[src/rtl/mult_share_pkg.sv]
// Shared definitions for the multiplier-sharing arbiter: state encoding and
// width helpers for requester IDs and the WAIT timeout counter.
package mult_share_pkg;

  localparam int STATE_W = 2;
  localparam logic [STATE_W-1:0] IDLE  = 2'd0;
  localparam logic [STATE_W-1:0] ISSUE = 2'd1;
  localparam logic [STATE_W-1:0] WAIT  = 2'd2;
  localparam logic [STATE_W-1:0] RESP  = 2'd3;

  typedef enum logic [STATE_W-1:0] {
    S_IDLE  = IDLE,
    S_ISSUE = ISSUE,
    S_WAIT  = WAIT,
    S_RESP  = RESP
  } state_e;

  localparam int NREQ_DEF = 4;
  localparam int ID_W     = $clog2(NREQ_DEF);

  // Never narrower than one bit, so NREQ=2 and tiny timeouts still work.
  function automatic int id_w(input int n);
    return (n > 2) ? $clog2(n) : 1;
  endfunction

  function automatic int timer_w(input int t);
    return (t > 2) ? $clog2(t) : 1;
  endfunction

endpackage

[src/rtl/mult_share_arbiter_taint_rr_pick.sv]
// Combinational round-robin picker: first asserted request scanning upward
// from ptr+1 with wrap-around.
module rr_pick #(
  parameter int NREQ = 4,
  parameter int IDW  = 2
) (
  input  logic [NREQ-1:0] req,
  input  logic [IDW-1:0]  ptr,
  output logic [IDW-1:0]  idx,
  output logic            vld
);

  // Scan the farthest offset first so the nearest request overwrites it.
  always_comb begin
    idx = '0;
    vld = |req;
    for (int off = NREQ; off >= 1; off--) begin
      if (req[(int'(ptr) + off) % NREQ]) idx = IDW'((int'(ptr) + off) % NREQ);
    end
  end

endmodule

[src/rtl/mult_share_arbiter_taint.sv]
// Round-robin front end sharing one sequential multiplier among NREQ
// requesters, with a taint shadow on every control and data output.
module mult_share_arbiter_taint
  import mult_share_pkg::*;
#(
  parameter int NREQ    = NREQ_DEF,
  parameter int WIDTH   = 32,
  parameter int TIMEOUT = 4*WIDTH+16,
  localparam int IDW    = (NREQ == NREQ_DEF) ? ID_W : id_w(NREQ)
) (
  input  logic                  clk,
  input  logic                  rst,
  input  logic [NREQ-1:0]       req,
  input  logic [NREQ-1:0]       req_t,
  input  logic [NREQ*WIDTH-1:0] op_a,
  input  logic [NREQ*WIDTH-1:0] op_a_t,
  input  logic [NREQ*WIDTH-1:0] op_b,
  input  logic [NREQ*WIDTH-1:0] op_b_t,
  output logic [NREQ-1:0]       grant,
  output logic [NREQ-1:0]       grant_t,
  output logic                  mult_start,
  output logic                  mult_start_t,
  output logic [WIDTH-1:0]      mult_a,
  output logic [WIDTH-1:0]      mult_b,
  output logic [WIDTH-1:0]      mult_a_t,
  output logic [WIDTH-1:0]      mult_b_t,
  input  logic                  mult_done,
  input  logic                  mult_done_t,
  input  logic [2*WIDTH-1:0]    mult_product,
  input  logic [2*WIDTH-1:0]    mult_product_t,
  output logic                  resp_valid,
  output logic                  resp_valid_t,
  output logic [IDW-1:0]        resp_id,
  output logic                  resp_id_t,
  output logic                  resp_err,
  output logic                  resp_err_t,
  output logic [2*WIDTH-1:0]    result,
  output logic [2*WIDTH-1:0]    result_t
);

  localparam int TW = timer_w(TIMEOUT);

  state_e               state_q, state_d;
  logic                 state_t_q, state_t_d;
  logic [IDW-1:0]       owner_q, owner_d;
  logic                 owner_t_q, owner_t_d;
  logic [IDW-1:0]       rr_ptr_q, rr_ptr_d;
  logic [TW-1:0]        timer_q, timer_d;
  logic [WIDTH-1:0]     mult_a_q, mult_a_d, mult_a_t_q, mult_a_t_d;
  logic [WIDTH-1:0]     mult_b_q, mult_b_d, mult_b_t_q, mult_b_t_d;
  logic [2*WIDTH-1:0]   result_q, result_d, result_t_q, result_t_d;
  logic                 err_q, err_d;
  logic [IDW-1:0]       pick_id;
  logic                 pick_vld;

  rr_pick #(.NREQ(NREQ), .IDW(IDW)) u_pick (
    .req (req),
    .ptr (rr_ptr_q),
    .idx (pick_id),
    .vld (pick_vld)
  );

  always_comb begin
    state_d    = state_q;
    state_t_d  = state_t_q;
    owner_d    = owner_q;
    owner_t_d  = owner_t_q;
    rr_ptr_d   = rr_ptr_q;
    timer_d    = timer_q;
    mult_a_d   = mult_a_q;
    mult_a_t_d = mult_a_t_q;
    mult_b_d   = mult_b_q;
    mult_b_t_d = mult_b_t_q;
    result_d   = result_q;
    result_t_d = result_t_q;
    err_d      = err_q;
    case (state_q)
      S_IDLE: begin
        // req steers the IDLE exit, so its taint lands in state even when idle.
        state_t_d = state_t_q | (|req_t);
        owner_t_d = state_t_q | (|req_t);
        if (pick_vld) begin
          owner_d    = pick_id;
          mult_a_d   = op_a[int'(pick_id)*WIDTH +: WIDTH];
          mult_a_t_d = op_a_t[int'(pick_id)*WIDTH +: WIDTH];
          mult_b_d   = op_b[int'(pick_id)*WIDTH +: WIDTH];
          mult_b_t_d = op_b_t[int'(pick_id)*WIDTH +: WIDTH];
          state_d    = S_ISSUE;
        end
      end
      S_ISSUE: begin
        timer_d = '0;
        state_d = S_WAIT;
      end
      S_WAIT: begin
        state_t_d = state_t_q | mult_done_t;
        if (mult_done) begin
          result_d   = mult_product;
          result_t_d = mult_product_t;
          err_d      = 1'b0;
          state_d    = S_RESP;
        end else if (timer_q == TW'(TIMEOUT-1)) begin
          result_d   = '0;
          result_t_d = '0;
          err_d      = 1'b1;
          state_d    = S_RESP;
        end else begin
          timer_d = timer_q + 1'b1;
        end
      end
      S_RESP: begin
        rr_ptr_d  = owner_q;
        state_t_d = 1'b0;
        state_d   = S_IDLE;
      end
      default: state_d = S_IDLE;
    endcase
  end

  always_ff @(posedge clk) begin
    if (rst) begin
      state_q    <= S_IDLE;
      state_t_q  <= 1'b0;
      owner_q    <= '0;
      owner_t_q  <= 1'b0;
      rr_ptr_q   <= IDW'(NREQ-1);
      timer_q    <= '0;
      mult_a_q   <= '0;
      mult_a_t_q <= '0;
      mult_b_q   <= '0;
      mult_b_t_q <= '0;
      result_q   <= '0;
      result_t_q <= '0;
      err_q      <= 1'b0;
    end else begin
      state_q    <= state_d;
      state_t_q  <= state_t_d;
      owner_q    <= owner_d;
      owner_t_q  <= owner_t_d;
      rr_ptr_q   <= rr_ptr_d;
      timer_q    <= timer_d;
      mult_a_q   <= mult_a_d;
      mult_a_t_q <= mult_a_t_d;
      mult_b_q   <= mult_b_d;
      mult_b_t_q <= mult_b_t_d;
      result_q   <= result_d;
      result_t_q <= result_t_d;
      err_q      <= err_d;
    end
  end

  // Moore outputs decoded from the registered state.
  always_comb begin
    grant   = '0;
    grant_t = '0;
    if (state_q == S_ISSUE) begin
      grant[owner_q]   = 1'b1;
      grant_t[owner_q] = state_t_q;
    end
  end

  assign mult_start   = (state_q == S_ISSUE);
  assign mult_start_t = (state_q == S_ISSUE) & state_t_q;
  assign mult_a       = mult_a_q;
  assign mult_a_t     = mult_a_t_q;
  assign mult_b       = mult_b_q;
  assign mult_b_t     = mult_b_t_q;
  assign resp_valid   = (state_q == S_RESP);
  assign resp_valid_t = (state_q == S_RESP) & state_t_q;
  assign resp_id      = (state_q == S_RESP) ? owner_q : '0;
  assign resp_id_t    = (state_q == S_RESP) & owner_t_q;
  assign resp_err     = (state_q == S_RESP) & err_q;
  assign resp_err_t   = (state_q == S_RESP) & state_t_q;
  assign result       = result_q;
  assign result_t     = result_t_q;

endmodule

[config.mk]
export PLATFORM = sky130hd
export DESIGN_NAME = mult_share_arbiter_taint
export DESIGN_NICKNAME = d
export VERILOG_FILES = /design/src/rtl/mult_share_pkg.sv /design/src/rtl/mult_share_arbiter_taint_rr_pick.sv /design/src/rtl/mult_share_arbiter_taint.sv
export SDC_FILE = /design/constraint.sdc
export NUM_CORES = 1
export LEC_CHECK = 0
export ABC_CLOCK_PERIOD_IN_PS = 2050
export BUFFER_PORTS_ARGS = -buffer_cell sky130_fd_sc_hd__buf_2
export CAP_MARGIN = 10
export CORE_AREA = 10 10 354 356
export CTS_BUF_LIST = sky130_fd_sc_hd__clkbuf_16
export CTS_CLUSTER_SIZE = 8
export DETAILED_ROUTE_END_ITERATION = 8
export DIE_AREA = 0 0 364 366
export PLACE_DENSITY = 0.3
export SLEW_MARGIN = 20
export SYNTH_ARGS = -nofsm -noshare
export SYNTH_HDL_FRONTEND = slang
export SYNTH_SLANG_ARGS = --single-unit
export TNS_END_PERCENT = 1
[constraint.sdc]
create_clock -name clk -period 2.05 [get_ports clk]
set_input_delay 0.205 -clock clk [delete_from_list [all_inputs] [get_ports clk]]
set_output_delay 0.205 -clock clk [all_outputs]
set_load 0.1 [all_outputs]
==> qor.yml <==
hold_ws_ps: 51.1
cts_tree: "yes"
power_density_nw_per_um2: 1300
dpl.hpwl_um: 90100
vias_per_cell: 4.21
clk_path_buf_depth: 3
tns_ps: -33.9
dpl_worst_slack_ps: -143
synth_edf_count: 0
die_h_um: 366
startpoint_type: "flop"
die_area_um2: 133000
synthCells: 1667
fin_nets: 3716
fin_crit_ps: 2080
initial_utilization_pct: 12.7
top_layer: "met5"
drc_errors: 0
clkLatencyLatePin_ps: 620
wl_met1_um: 43800
synthTopCellsByArea: "dfxtp_1 37%, a211oi_2 6.7%, a22oi_1 6.4%, o211ai_1 4.7%, o2111a_1 4.1%"
synth_adder_area_share_pct: 0.502
initialDrtViolationCount: 1053
antenna_found_initial: 59
hold_violations: 0
synth_cell_types: 58
overflow: 0
arrival_ps: 1870
synth_mux_area_share_pct: 2.61
final_layout_size_suffix_gt1_share_pct: 43.4
worstHoldPathType: "input port to flop"
dr.pass1.iters: 5
track_usage_pct: 16.5
async_flop_share_pct: 0
synth_xor_area_share_pct: 0.352
synth_top_family_by_area: "compound AO/OA/AOI/OAI gates"
clkSinkCount: 273
power.leakage_nw: 12.9
met2_length_um: 62300
avgSynthCellArea_um2: 8.97
gp_congestion: 0.816
fp-row-count: 126
synth_top_area_share_pct: 36.6
fin_util_pct: 24.7
critical_path_class: "flop to output pin"
ant_nets: 0
fp.dieW_um: 364
numPortBuffers: 924
grt_pass1_vias: 21175
cts_max_level: 2
yosysSeqAreaShare_pct: 36.6
cts-buffers-inserted: 43
outcome: "finished with violations"
maxSlewViolCount: 0
setup_ws_ps: -25.1
required_ps: 1850
grt_first_pass_wirelength_um: 162000
vias: 19588
core_um2: 118000
synth.cell_area_um2: 14900
synthesis.nets: 2325
synth_compound_area_share_pct: 35.0
detail_route.wirelength_um: 118000
ctsRootBufferMaster: "clkbuf_16"
max-vdd-ir-drop_uv: 599
cap_viol_max_count: 0
clkTransAtPathRegs_ps: 60
io-pin-count: 925
tightestPinTransition_ps: 659
slew_headroom_pct: 56.4
finalCritPeriodShare_pct: 101
rsz0062_at_grt: "yes"
power_mw: 37.7
synth_flop_cell: "dfxtp_1"
setup_violations: 3
cp-end-kind: "output pin"
ys_warn_count: 0
fmax_mhz: 482
synth_top_cell_by_area: "dfxtp_1"
synth-simple-area-share_pct: 15.9
fin_skew_ps: 35.3
grt_start_max_net_pins: 122
wl_met3_um: 8310
worstPathMaxFanout: 6
violations: "negative setup slack"
wl_per_cell_um: 25.4
syn_to_final_growth_pct: 94.3
ys_seq_elements: 273
-- cells in the final DEF, fill, tap and decap left out, drive strengths merged, types with 2 or more instances in the layout --
master       netlist  final
mux2i             39     39
and2               8      8
a21o              26     26
o21ai             24     24
nor3b              3      3
and3b              2      2
nor2             147    147
nor4              18     18
xor2               6      6
o21a               2      2
nand2b             4      4
and3              17     17
clkbuf           137     48
nand4             69     69
ha                 6      6
clkinv             0      9
o31ai            114    114
a211o              2      2
dlygate4sd3        0    461
diode              0     39
dfxtp            273    273
a21oi              6      6
o2111a            54     54
nor3               6      6
o211ai            93     93
nor2b             87     87
a211oi            89     89
o221ai            31     31
a31oi             19     19
nand3             75     75
buf               66   1083
a22oi            128    128
inv               97    107
nand2              9      9
-- Yosys cell counts, drive strengths merged (66+ instances only) --
cell,n
buf,66
o31ai,114
clkbuf,137
a211oi,89
nand3,75
nor2b,87
inv,97
nor2,147
dfxtp,273
a22oi,128
o211ai,93
nand4,69
-- path summary, 6_finish.rpt --
kind / start / to / slack (ps) / cells after the start
max: state_q[1] / grant_t[3] / -30 / 6
max reg2reg: rr_ptr_q[0] / mult_b_t[28] / 0 / 9
min: op_a_t[92] / mult_a_t[28] / 50 / 4
min reg2reg: mult_b[21] / mult_b[21] / 480 / 2
-- repair_timing --
action,CTS,global route
gates resized for setup,35,65
hold buffers,461,0
hold endpoints to repair,259,0
pin swaps,4,20
gates cloned,0,5
buffers inserted,4,11
setup endpoints to repair,77,105
-- logic make-up (layout without fill, tap and decap cells) --
| kind of cell | after synthesis | in the layout |
|---|---|---|
| xor gates and xnor gates | 6 | 6 |
| other | 0 | 39 |
| adders and majority gates | 6 | 6 |
| AOI/OAI and AO/OA | 592 | 592 |
| muxes | 39 | 39 |
| DFF | 273 | 273 |
| and+or+nand+nor | 451 | 451 |
| buffers and inverters | 300 | 1709 |
-- routing by layer --
layer / GRT usage [%] / up-vias
met5: 0 / -
li1: - / 9190
met1: 17.5 / 9479
met2: 31.0 / 704
met4: 4.97 / 32
met3: 4.75 / 183
-- critical path, stage by stage, from the launching register on --
cell	delay [ps]
dfxtp_4	350
inv_2	40
buf_6	110
ha_4	180
and3_4	200
and2_2	210
buf_12	160
-- final cells by class --
class,instances,area [um^2]
Sequential cell,273,5480
Inverter,97,367
Timing Repair Buffer,1549,11400
Clock buffer,43,1080
Clock inverter,20,140
Tap cell,1536,1920
Multi-Input combinational cell,1094,8560
Fill cell,12946,88700
Antenna cell,39,97.6
-- power by group --
| part | switching [mW] | total [mW] | internal, mW | leakage [nW] |
|---|---|---|---|---|
| Sequential | 0.890 | 7.65 | 6.76 | 2.24 |
| Combinational | 17.4 | 23.2 | 5.88 | 10.0 |
| Clock | 3.05 | 6.83 | 3.78 | 0.621 |
-- per-stage QoR --
stage               area [um^2]  instances
finish                    29000       4651
CTS                       28400       4596
floorplan                 15000       1667
global placement          22400       4068
detailed placement        22400       4068
global route              29000       4645
-- flip-flops by register name, indices dropped and copies added (netlist names), 2 cells and up --
signal / flops
result: 64
result_t: 64
mult_a: 32
mult_a_t: 32
mult_b: 32
mult_b_t: 32
timer_q: 8
owner_q: 2
rr_ptr_q: 2
state_q: 2
Power figures use the tool's default switching activity.
